<file path="src/rtl/riscv_mem_arbiter_if.sv">
// riscv_mem_arbiter_if: fetch, load/store and memory-side signals
// of the shared instruction/data memory arbiter.
interface riscv_mem_arbiter_if;
    logic        f_valid;
    logic        f_ready;
    logic [31:0] f_addr;
    logic        f_resp_valid;
    logic [31:0] f_rdata;
    logic        d_valid;
    logic        d_ready;
    logic [31:0] d_addr;
    logic        d_we;
    logic [31:0] d_wdata;
    logic        d_resp_valid;
    logic [31:0] d_rdata;
    logic        mem_en;
    logic        mem_we;
    logic [31:0] mem_addr;
    logic [31:0] mem_wdata;
    logic [31:0] mem_rdata;

    modport master (
        input  f_valid, f_addr,
        input  d_valid, d_addr, d_we, d_wdata,
        input  mem_rdata,
        output f_ready, f_resp_valid, f_rdata,
        output d_ready, d_resp_valid, d_rdata,
        output mem_en, mem_we, mem_addr, mem_wdata
    );

    modport slave (
        output f_valid, f_addr,
        output d_valid, d_addr, d_we, d_wdata,
        output mem_rdata,
        input  f_ready, f_resp_valid, f_rdata,
        input  d_ready, d_resp_valid, d_rdata,
        input  mem_en, mem_we, mem_addr, mem_wdata
    );
endinterface

</file>
<file path="src/rtl/riscv_mem_arbiter.sv">
// riscv_mem_arbiter: round-robin sharing of one single-port memory
// between instruction fetch and load/store, fixed access latency.
module riscv_mem_arbiter #(
    parameter int MEM_LATENCY = 1
) (
    input  logic                clk,
    input  logic                reset,
    riscv_mem_arbiter_if.master bus
);
    localparam int CW = (MEM_LATENCY > 1) ? $clog2(MEM_LATENCY) : 1;

    typedef enum logic [1:0] {IDLE, ISSUE, WAIT, RESP} state_t;

    state_t        state;
    state_t        state_nx;
    logic          rr_last;
    logic          gnt_d;
    logic          accept;
    logic          req_d;
    logic          req_we;
    logic [31:0]   req_addr;
    logic [31:0]   req_wdata;
    logic [31:0]   f_rdata_q;
    logic [31:0]   d_rdata_q;
    logic [CW-1:0] cnt;

    // rr_last==1 means data went last, so fetch wins a tie
    assign gnt_d  = bus.d_valid && (!bus.f_valid || !rr_last);
    assign accept = (state == IDLE) && (bus.f_valid || bus.d_valid);

    always_ff @(posedge clk) begin
        if (!reset) state <= IDLE;
        else        state <= state_nx;
    end

    always_comb begin
        state_nx = state;
        unique case (state)
            IDLE:    if (accept) state_nx = ISSUE;
            ISSUE:   state_nx = WAIT;
            WAIT:    if (cnt == '0) state_nx = RESP;
            RESP:    state_nx = IDLE;
            default: state_nx = IDLE;
        endcase
    end

    always_comb begin
        bus.f_ready      = 1'b0;
        bus.d_ready      = 1'b0;
        bus.f_resp_valid = 1'b0;
        bus.d_resp_valid = 1'b0;
        bus.mem_en       = 1'b0;
        bus.mem_we       = 1'b0;
        bus.mem_addr     = '0;
        bus.mem_wdata    = '0;
        unique case (state)
            IDLE: begin
                bus.f_ready = bus.f_valid && !gnt_d;
                bus.d_ready = gnt_d;
            end
            ISSUE: begin
                bus.mem_en    = 1'b1;
                bus.mem_we    = req_we;
                bus.mem_addr  = req_addr;
                bus.mem_wdata = req_wdata;
            end
            RESP: begin
                bus.f_resp_valid = !req_d;
                bus.d_resp_valid = req_d;
            end
            default: ;
        endcase
    end

    assign bus.f_rdata = f_rdata_q;
    assign bus.d_rdata = d_rdata_q;

    always_ff @(posedge clk) begin
        if (!reset) begin
            rr_last   <= 1'b1;
            req_d     <= 1'b0;
            req_we    <= 1'b0;
            req_addr  <= '0;
            req_wdata <= '0;
            cnt       <= '0;
            f_rdata_q <= '0;
            d_rdata_q <= '0;
        end else begin
            if (accept) begin
                rr_last   <= gnt_d;
                req_d     <= gnt_d;
                req_we    <= gnt_d && bus.d_we;
                req_addr  <= gnt_d ? bus.d_addr : bus.f_addr;
                req_wdata <= gnt_d ? bus.d_wdata : '0;
            end
            if (state == ISSUE)
                cnt <= CW'(MEM_LATENCY - 1);
            else if (state == WAIT && cnt != '0)
                cnt <= cnt - 1'b1;
            // stores acknowledge with zero instead of memory data
            if (state == WAIT && cnt == '0) begin
                if (req_d) d_rdata_q <= req_we ? '0 : bus.mem_rdata;
                else       f_rdata_q <= bus.mem_rdata;
            end
        end
    end
endmodule

</file>
<file path="src/flat_wrapper.sv">
// flat-port wrapper written by rule: the top's interface ports become plain ports
module riscv_mem_arbiter_flat 
#(
    parameter int MEM_LATENCY = 1
)
  (clk, reset, bus_f_valid, bus_f_addr, bus_d_valid, bus_d_addr, bus_d_we, bus_d_wdata, bus_mem_rdata, bus_f_ready, bus_f_resp_valid, bus_f_rdata, bus_d_ready, bus_d_resp_valid, bus_d_rdata, bus_mem_en, bus_mem_we, bus_mem_addr, bus_mem_wdata);
  riscv_mem_arbiter_if bus_i ();
  input  logic clk;
  input  logic reset;
  input wire logic [$bits(bus_i.f_valid)-1:0] bus_f_valid;
  input wire logic [$bits(bus_i.f_addr)-1:0] bus_f_addr;
  input wire logic [$bits(bus_i.d_valid)-1:0] bus_d_valid;
  input wire logic [$bits(bus_i.d_addr)-1:0] bus_d_addr;
  input wire logic [$bits(bus_i.d_we)-1:0] bus_d_we;
  input wire logic [$bits(bus_i.d_wdata)-1:0] bus_d_wdata;
  input wire logic [$bits(bus_i.mem_rdata)-1:0] bus_mem_rdata;
  output wire logic [$bits(bus_i.f_ready)-1:0] bus_f_ready;
  output wire logic [$bits(bus_i.f_resp_valid)-1:0] bus_f_resp_valid;
  output wire logic [$bits(bus_i.f_rdata)-1:0] bus_f_rdata;
  output wire logic [$bits(bus_i.d_ready)-1:0] bus_d_ready;
  output wire logic [$bits(bus_i.d_resp_valid)-1:0] bus_d_resp_valid;
  output wire logic [$bits(bus_i.d_rdata)-1:0] bus_d_rdata;
  output wire logic [$bits(bus_i.mem_en)-1:0] bus_mem_en;
  output wire logic [$bits(bus_i.mem_we)-1:0] bus_mem_we;
  output wire logic [$bits(bus_i.mem_addr)-1:0] bus_mem_addr;
  output wire logic [$bits(bus_i.mem_wdata)-1:0] bus_mem_wdata;
  assign bus_i.f_valid = bus_f_valid;
  assign bus_i.f_addr = bus_f_addr;
  assign bus_i.d_valid = bus_d_valid;
  assign bus_i.d_addr = bus_d_addr;
  assign bus_i.d_we = bus_d_we;
  assign bus_i.d_wdata = bus_d_wdata;
  assign bus_i.mem_rdata = bus_mem_rdata;
  assign bus_f_ready = bus_i.f_ready;
  assign bus_f_resp_valid = bus_i.f_resp_valid;
  assign bus_f_rdata = bus_i.f_rdata;
  assign bus_d_ready = bus_i.d_ready;
  assign bus_d_resp_valid = bus_i.d_resp_valid;
  assign bus_d_rdata = bus_i.d_rdata;
  assign bus_mem_en = bus_i.mem_en;
  assign bus_mem_we = bus_i.mem_we;
  assign bus_mem_addr = bus_i.mem_addr;
  assign bus_mem_wdata = bus_i.mem_wdata;
  riscv_mem_arbiter #(.MEM_LATENCY(MEM_LATENCY)) u_core (.clk(clk), .reset(reset), .bus(bus_i));
endmodule
</file>
<file path="config.mk">
export PLATFORM = sky130hd
export DESIGN_NAME = riscv_mem_arbiter_flat
export DESIGN_NICKNAME = d
export VERILOG_FILES = /design/src/rtl/riscv_mem_arbiter_if.sv /design/src/rtl/riscv_mem_arbiter.sv /design/src/flat_wrapper.sv
export SDC_FILE = /design/constraint.sdc
export NUM_CORES = 1
export LEC_CHECK = 0
export CAP_MARGIN = 40
export CORE_ASPECT_RATIO = 1.25
export CORE_UTILIZATION = 37
export DETAILED_ROUTE_END_ITERATION = 6
export PLACE_DENSITY = 0.88
export REMOVE_ABC_BUFFERS = 1
export SLEW_MARGIN = 40
export SYNTH_ARGS = -nofsm -noshare
export SYNTH_HDL_FRONTEND = slang
export SYNTH_SLANG_ARGS = --single-unit
</file>
<file path="constraint.sdc">
create_clock -name clk -period 1.45 [get_ports clk]
set_input_delay 0.2175 -clock clk [delete_from_list [all_inputs] [get_ports clk]]
set_output_delay 0.2175 -clock clk [all_outputs]
set_load 0.02 [all_outputs]
</file>
# Yosys cells after proc, flatten, opt, wreduce, memory -nomap -nowiden
# Cells that the tools add are included.
# totals
in_bits,133
elab_cells,49
regBits,134
output_inout_bits,134
# classes
reduce_logical,17
eq_ne,5
add_sub_neg,1
bitwise,3
n_mux,14
# op_table
operator,n
$mux W32,5
$pmux W2 S4,1
$logic_and A1 B1 Y1,6
$mux W1,6
$reduce_and A2 Y1,3
$eq A2 B2 Y1 const B,2
$logic_not A1 Y1,4
$mux W2,2
$not A1 Y1,3
$eq A2 B1 Y1 const B,1
$logic_not A2 Y1,1
$logic_or A1 B1 Y1,2
$ne A2 B1 Y1 const B,1
$ne A2 B2 Y1 const B,1
$reduce_or A2 Y1,1
$sub A1 B1 Y1 const B,1

# Longest topological paths before layout
# Gate-level depths: netlist (run 1).
# logic_depth
depth_word,6
ltp_mapped,8
mapped_depth_nobuf,5

# Worst setup path before layout (run 1)
# Ideal clock, no wire load.
# synth_timing
path_kind,register -> output
startpoint,reg u_core.state[1]
endpoint,out bus_mem_addr[22]
path_buffers,2
t_arrival_ns,1.412
path_slack_ns,-0.179
required_ns,1.233
stages_incl_launch_ff,6
cell_sequence,dfxtp_1 -> inv_1 -> ha_1 -> buf_1 -> clkbuf_1 -> and2_1
# synth_via
elab_chain_cells,2
# synth_lines
item,line,rtl
"start, declared",riscv_mem_arbiter.sv:14,state_t state;
"start signal, assigned",riscv_mem_arbiter.sv:33,else state <= state_nx;
$eq A2 B1 Y1,riscv_mem_arbiter.sv:56,unique case (state)
$mux W32,riscv_mem_arbiter.sv:56,
"end, declared",flat_wrapper.sv:25,output wire logic [$bits(bus_i.mem_addr)-1:0] bus_mem_addr;
# No other way between the ends.

# Final worst setup path (run 1)
# layout_timing
startpoint,reg u_core.state[0]
endpoint,"reg u_core.d_rdata_q[4], in the netlist u_core.bus.d_rdata[4]"
# layout_via
elab_chain_cells,3
# layout_lines
item,line,rtl
$eq A2 B2 Y1,riscv_mem_arbiter.sv:101,if (state == WAIT && cnt == '0) begin
$logic_and A1 B1 Y1,riscv_mem_arbiter.sv:101,
$reduce_and A2 Y1 (no line),n/a,
"end signal, assigned",riscv_mem_arbiter.sv:102,if (req_d) d_rdata_q <= req_we ? '0 : bus.mem_rdata;
"end, declared",riscv_mem_arbiter.sv:24,logic [31:0] d_rdata_q;
# No other way between the ends.
# A chain may end at the register's enable or synchronous reset.

==> results of run 1 <==
[report_power, final]
part | internal, mW | switching (mW)
clock network | 2.20 | 1.75
logic | 4.13 | 3.94
registers | 4.38 | 0.433
total | 10.7 | 6.13
[how the worst max path moves through the flow]
stage / startpoint / end / slack, ns
detailed placement: bus_f_valid / bus_f_ready / -0.44
finish: u_core.state[0] / u_core.bus.d_rdata[4] / -0.28
global placement: bus_f_valid / bus_f_ready / -0.42
global route: u_core.state[0] / u_core.bus.d_rdata[4] / -0.36
CTS: u_core.state[1] / bus_mem_addr[28] / -0.33
floorplan: u_core.rr_last / u_core.req_wdata[0] / -0.70
[registers in the layout, indices dropped and copies added (netlist names)]
signal / cells
u_core.bus.f_rdata: 32
u_core.cnt: 1
u_core.bus.d_rdata: 32
u_core.req_d: 1
u_core.req_we: 1
u_core.req_wdata: 32
u_core.rr_last: 1
u_core.req_addr: 32
u_core.state: 2
[metal layers]
layer,GRT usage,part of all wire,vias up
met3,0.0686,0.058,61
met5,0,0,-
met1,0.275,0.38,2885
li1,-,-,2760
met2,0.457,0.53,284
met4,0.0960,0.036,0
[stage by stage]
stage | util | setup TNS, ns | std cells | instance area [um2] | power, mW
after floorplan | - | -74.32 | 584 | 5310 | 7.12
after global placement | 0.591 | -44.85 | 1060 | 8590 | 9.85
after detailed placement | 0.591 | -50.40 | 1060 | 8590 | 9.96
after CTS | 0.666 | -43.72 | 1110 | 9680 | 15.2
after global routing | 0.729 | -51.93 | 1119 | 10600 | 17.5
final | 0.729 | -39.97 | 1119 | 10600 | 16.8
[cells in the mapped netlist (all sizes together), types with 2 or more instances]
library cell  count
a21boi           65
a21oi            65
a22o             33
a22oi             2
and2             68
and3              3
buf              17
clkbuf           40
dfxtp           134
ha                4
inv               2
nand2           130
nand3b           33
nor2b             2
o21ai            34
[layout make-up]
| cell class | instances | area, um2 | area share |
|---|---|---|---|
| Clock buffer | 18 | 429 | 0.0405 |
| Timing Repair Buffer | 325 | 3850 | 0.364 |
| Inverter | 2 | 10.0 | 0.000945 |
| Clock inverter | 14 | 103 | 0.00969 |
| Sequential cell | 134 | 2690 | 0.253 |
| Multi-Input combinational cell | 448 | 3290 | 0.311 |
| Tap cell | 178 | 223 | 0.0210 |
[timing repair]
item                       in CTS  in global routing
setup endpoints to repair     266                267
setup buffers                   9                  5
pin swaps                      49                105
resized for setup             472                246
gates cloned                    9                  7
[logic make-up after synthesis]
| group | Yosys count | share of synthesized area |
|---|---|---|
| AOI/OAI and AO/OA | 202 | 0.238 |
| adders and majority gates | 4 | 0.00902 |
| buffers and inverters | 59 | 0.0448 |
| DFF | 134 | 0.483 |
| muxes | 1 | 0.00180 |
| and+or+nand+nor | 241 | 0.223 |
==> qor.txt, run 1 <==
Ratio of final minimum period to clock period: 1.19
Antenna Cells: 0
PD cells: 1590 nW/um2
I/O Pins: 267
Worst slew margin: 0.667
Worst hold start: reset
Drt total wl: 22300 um
Crit Path Category: reg -> reg
Primary FF master, synth: dfxtp_1
Final setup vio count: 203
Antenna violations before repair: 0
YS warnings: 0
CP max stage cell: dfxtp_2
Max-cap violations: 0
Critical Path RT: 1.75 ns
Die Span X: 112 um
Worst Reg-to-Reg Cells: 10
Critical path's largest stage delay: 0.36 ns
Reg-to-Reg End: u_core.bus.d_rdata[4]
Status: complete, but fails checks
Cell Chain, Critical Path: buf_6 > inv_4 > buf_6 > ha_4 > buf_6 > buf_6 > and3b_2 > buf_12 > nand3b_1 > a21boi_1
Area fraction of the dominant cell type after synthesis: 0.483
Most common cell on crit path: buf_6
Die ar.: 15500 um2
Clock Tree Root: clkbuf_16
Reg2reg start: u_core.state[0]
Most common cell after layout, fill and taps aside: dfxtp_1
Async set-reset flop share out of synthesis: 0
Area Growth Syn to Fin: 90.8%
1st-iter DRT viols: 405
Core Box Area: 14500 um2
WHS Endpoint: u_core.rr_last
Final min period: 1.73 ns
CP Capture Type: register
Rows: 49
Post-route ant nets: 0
CTS clock-pin slew for the worst setup and hold paths: 0.06 ns
Fillcell total: 944
Setup WS pre-CTS: -0.438 ns
Vias in the first global route: 5907
Levels on crit path: 10
Tightest hold margin: 0.108 ns
Placer Congestion: 0.747
Wirelength per Cell: 19.9 um
Slew @ Worst Pin: 0.500 ns
Hold crit path type: in -> reg
Via density: 5.35
Top cell type by total area after synthesis: dfxtp_1
Peak VDD IR: 1100 uV
Worst hold stages: 2
Clock Sinks: 134
Syn Area/Cell: 8.66 um2
DP HPWL: 11900 um
LEAKAGE: 5.32 nW
RSZ-0062 raised after global routing: true
Crit-path max FO: 16
Crit path DAT: 2.03 ns
Register-to-register setup slack: -0.28 ns
Largest cells by area after synthesis: dfxtp_1, nand2_1, a21boi_1
Clock tree buffer depth: 2
CP top delay family: buffers and inverters
Final Hold Fails: 0
DRC Markers: 18
H-Tree Depth: 4
Initial core utilization: 0.382
Hold buffer count at cts: 0
Clock skew: 0.0124 ns
Largest net degree at the start of global routing: 53
Final Slew Violations: 0
Overflow after GRT: 0
F_max: 578 MHz
Critical path launch point type: register
Total track usage: 0.251
Clk_lat worst skew: 0.41 ns
Post-synthesis sequential area ratio: 0.483
Number of port buffers: 266
Netlist Area Pre-Place: 5550 um2
Share of post-route cells with drive strength above 1: 0.333
TritonCTS clock tree: yes
First-pass GRT wire length: 30500 um
Most frequent cells in the layout: dfxtp_1, clkdlybuf4s50_1, nand2_1, buf_6, dlymetal6s2s_1
Nets@finish: 1065
Final WS setup: -0.280 ns
Via Count: 5990
Syn Inst Count: 641
Number of synthesized flops with an enable pin: 0
Number of detailed-route iterations in the first pass: 7
Buf/Inv on CP: 6
Die Height: 139 um
Failing checks: DRC, setup timing
Count of unique library cells instantiated by Yosys: 28
#FFs+latches synth: 134
CTS Buf Count: 17
No activity file was read; power rests on OpenSTA's default activity.
==> run 2: changes to the inputs <==
--- a/config.mk
+++ b/config.mk
@@ -8,9 +8,12 @@
 export CAP_MARGIN = 40
 export CORE_ASPECT_RATIO = 1.25
 export CORE_UTILIZATION = 37
+export CTS_CLUSTER_SIZE = 8
 export DETAILED_ROUTE_END_ITERATION = 6
+export GPL_TIMING_DRIVEN = 0
 export PLACE_DENSITY = 0.88
 export REMOVE_ABC_BUFFERS = 1
+export SKIP_LAST_GASP = 1
 export SLEW_MARGIN = 40
 export SYNTH_ARGS = -nofsm -noshare
 export SYNTH_HDL_FRONTEND = slang
==> run 2 against run 1 <==
The run still ends with DRC, setup timing left. Clock-buffer cell count rose by 7. First-iteration DRC count fell by 4.4%. Clock skew fell by 0.0060 ns. Worst setup slack got worse by 0.061 ns. Critical path depth fell by 5. Sequential cell count did not move. Power rose by 2.2%. Sequential power rose by 1%.
==> qor.txt, run 2 (synthesis gave the netlist of run 1 again) <==
Status: complete, but fails checks (unchanged)
Failing checks: DRC, setup timing (unchanged)
Largest net degree at the start of global routing: 58 (was 53)
M1 GR Usage: 0.273 (was 0.275)
Met2 usage: 0.451 (was 0.457)
Antenna violations before repair: 0 (unchanged)
CTS Buf Count: 17 (unchanged)
Critical path launch point type: register (unchanged)
Setup WS pre-CTS: -1.20 ns (was -0.438 ns)
Pwr Total: 17.2 mW (was 16.8 mW)
Die Span X: 112 um (unchanged)
Final min period: 1.79 ns (was 1.73 ns)
Total track usage: 0.251 (about the same)
Via density: 5.38 (was 5.35)
Peak VDD IR: 1390 uV (was 1100 uV)
Number of detailed-route iterations in the first pass: 7 (unchanged)
Area occupied by multi-input gates: 3310 um2 (was 3290 um2)
CP max stage cell: dfxtp_4 (was dfxtp_2)
Critical path's largest stage delay: 0.39 ns (was 0.36 ns)
Hold buffer count at cts: 0 (unchanged)
Final Slew Violations: 0 (unchanged)
TritonCTS clock tree: yes (unchanged)
Finished Core Util: 0.709 (was 0.729)
Nets@finish: 1078 (was 1065)
Wirelength per Cell: 19.9 um (about the same)
Ratio of final minimum period to clock period: 1.24 (was 1.19)
Via Count: 6088 (was 5990)
Clk_lat worst skew: 0.41 ns (about the same)
Overflow after GRT: 0 (unchanged)
Initial core utilization: 0.382 (unchanged)
Worst slew margin: 0.655 (was 0.667)
CTS clock-pin slew for the worst setup and hold paths: 0.06 ns (about the same)
Vias in the first global route: 5694 (was 5907)
Core Box Area: 14500 um2 (unchanged)
Slew @ Worst Pin: 0.518 ns (was 0.500 ns)
Die ar.: 15500 um2 (unchanged)
Hold crit path type: in -> reg (unchanged)
Max-cap violations: 0 (unchanged)
Placer Congestion: 0.764 (was 0.747)
PD cells: 1670 nW/um2 (was 1590 nW/um2)
Critical Path RT: 1.23 ns (was 1.75 ns)
Crit-path max FO: 11 (was 16)
CP startpoint: u_core.state[0] (unchanged)
Reg2reg start: u_core.state[1] (was u_core.state[0])
Crit Path Category: reg -> out (was reg -> reg)
Clock Tree Root: clkbuf_16 (unchanged)
LEAKAGE: 4.37 nW (was 5.32 nW)
Post-route ant nets: 0 (unchanged)
1st-iter DRT viols: 387 (was 405)
Clock Sinks: 134 (unchanged)
Clock tree buffer depth: 2 (unchanged)
Fillcell total: 1031 (was 944)
Reg area: 2690 um2 (about the same)
DP HPWL: 11500 um (was 11900 um)
Clock skew: 0.00635 ns (was 0.0124 ns)
Rows: 49 (unchanged)
First-pass GRT wire length: 30000 um (was 30500 um)
Share of post-route cells with drive strength above 1: 0.320 (was 0.333)
Die Height: 139 um (unchanged)
H-Tree Depth: 4 (unchanged)
Final WS setup: -0.341 ns (was -0.280 ns)
Final Hold Fails: 0 (unchanged)
CP Capture Type: output pin (was register)
Final setup vio count: 149 (was 203)
GRT busiest layer: met2 (unchanged)
Met3 usage: 0.0717 (was 0.0686)
Cell Chain, Critical Path: ha_4 > buf_12 > buf_8 > and2_1 > buf_6 (was buf_6 > inv_4 > buf_6 > ha_4 > buf_6 > buf_6 > and3b_2 > buf_12 > nand3b_1 > a21boi_1)
RSZ-0062 raised after global routing: true (unchanged)
I/O Pins: 267 (unchanged)
Antenna Cells: 0 (unchanged)
Number of port buffers: 266 (unchanged)
Drt total wl: 22500 um (was 22300 um)
Worst hold start: reset (unchanged)
F_max: 558 MHz (was 578 MHz)
DRC Markers: 18 (unchanged)
Area Growth Syn to Fin: 85.6% (was 90.8%)
Most frequent cells in the layout: clkdlybuf4s50_1, dfxtp_1, nand2_1, buf_6, dlygate4sd2_1 (was dfxtp_1, clkdlybuf4s50_1, nand2_1, buf_6, dlymetal6s2s_1)
Crit path DAT: 1.57 ns (was 2.03 ns)
[run 2: changes by cell type in the layout (fill, tap and decap cells not counted), sizes merged, moves of 3 or more]
cell,delta
dlygate4sd2,+64
dlymetal6s2s,-64
clkbuf,+8
buf,-5
and2,+4
and3,+4
clkinv,-4
inv,-4
and3b,+3
bufinv,+3
or3b,+3
[run 2: where the power goes]
group	total, mW	internal, mW	switching, mW
Clock	4.52	2.94	1.59
Sequential	4.86	4.39	0.467
Combinational	7.83	3.96	3.88
[run 2: final timing paths]
path | endpoint | slack [ns] | cells after the start
worst min register to register | u_core.bus.d_rdata[31] | 0.45 | 2
worst min-delay path | u_core.bus.d_rdata[17] | 0.32 | 2
worst max-delay path | bus_mem_wdata[31] | -0.34 | 5
worst max register to register | u_core.bus.f_rdata[0] | -0.21 | 8
[run 2: cell type report]
class                           instances  share of cell area
Tap cell                              178              0.0216
Timing Repair Buffer                  319               0.335
Inverter                                2            0.000729
Clock inverter                          7              0.0113
Sequential cell                       134               0.261
Multi-Input combinational cell        467               0.321
Clock buffer                           25              0.0491
[run 2: critical path: cells and delay by family (launching register included)]
kind | cells | cell delay, ns
adder cells (fa/ha/maj) | 1 | 0.18
AND/OR/NAND/NOR | 1 | 0.16
buffers and inverters | 3 | 0.44
flip-flops | 1 | 0.39
[run 2: what timing repair did]
action / in CTS / in global routing
buffers inserted: 14 / 17
endpoints found under the setup margin: 263 / 191
pin swaps: 37 / 107
gates cloned: 15 / 16
resized for setup: 571 / 114
[run 2: per-layer routing]
| metal | up-vias | routed length, um |
|---|---|---|
| li1 | 2815 | - |
| met1 | 2910 | 8190 |
| met2 | 313 | 11800 |
| met3 | 50 | 1760 |
| met4 | 0 | 731 |
| met5 | - | 0 |
[run 2: metrics by stage]
stage          cells  hold WS [ns]  area, um2  setup TNS [ns]
3_5_place_dp    1038         0.441       8360          -96.47
3_3_place_gp    1028         0.436       8200         -396.79
5_1_grt         1132         0.333      10300          -35.69
2_1_floorplan    584         0.294       5310          -74.32
4_1_cts         1099         0.311       9570          -20.28
6_report        1132         0.322      10300          -25.24
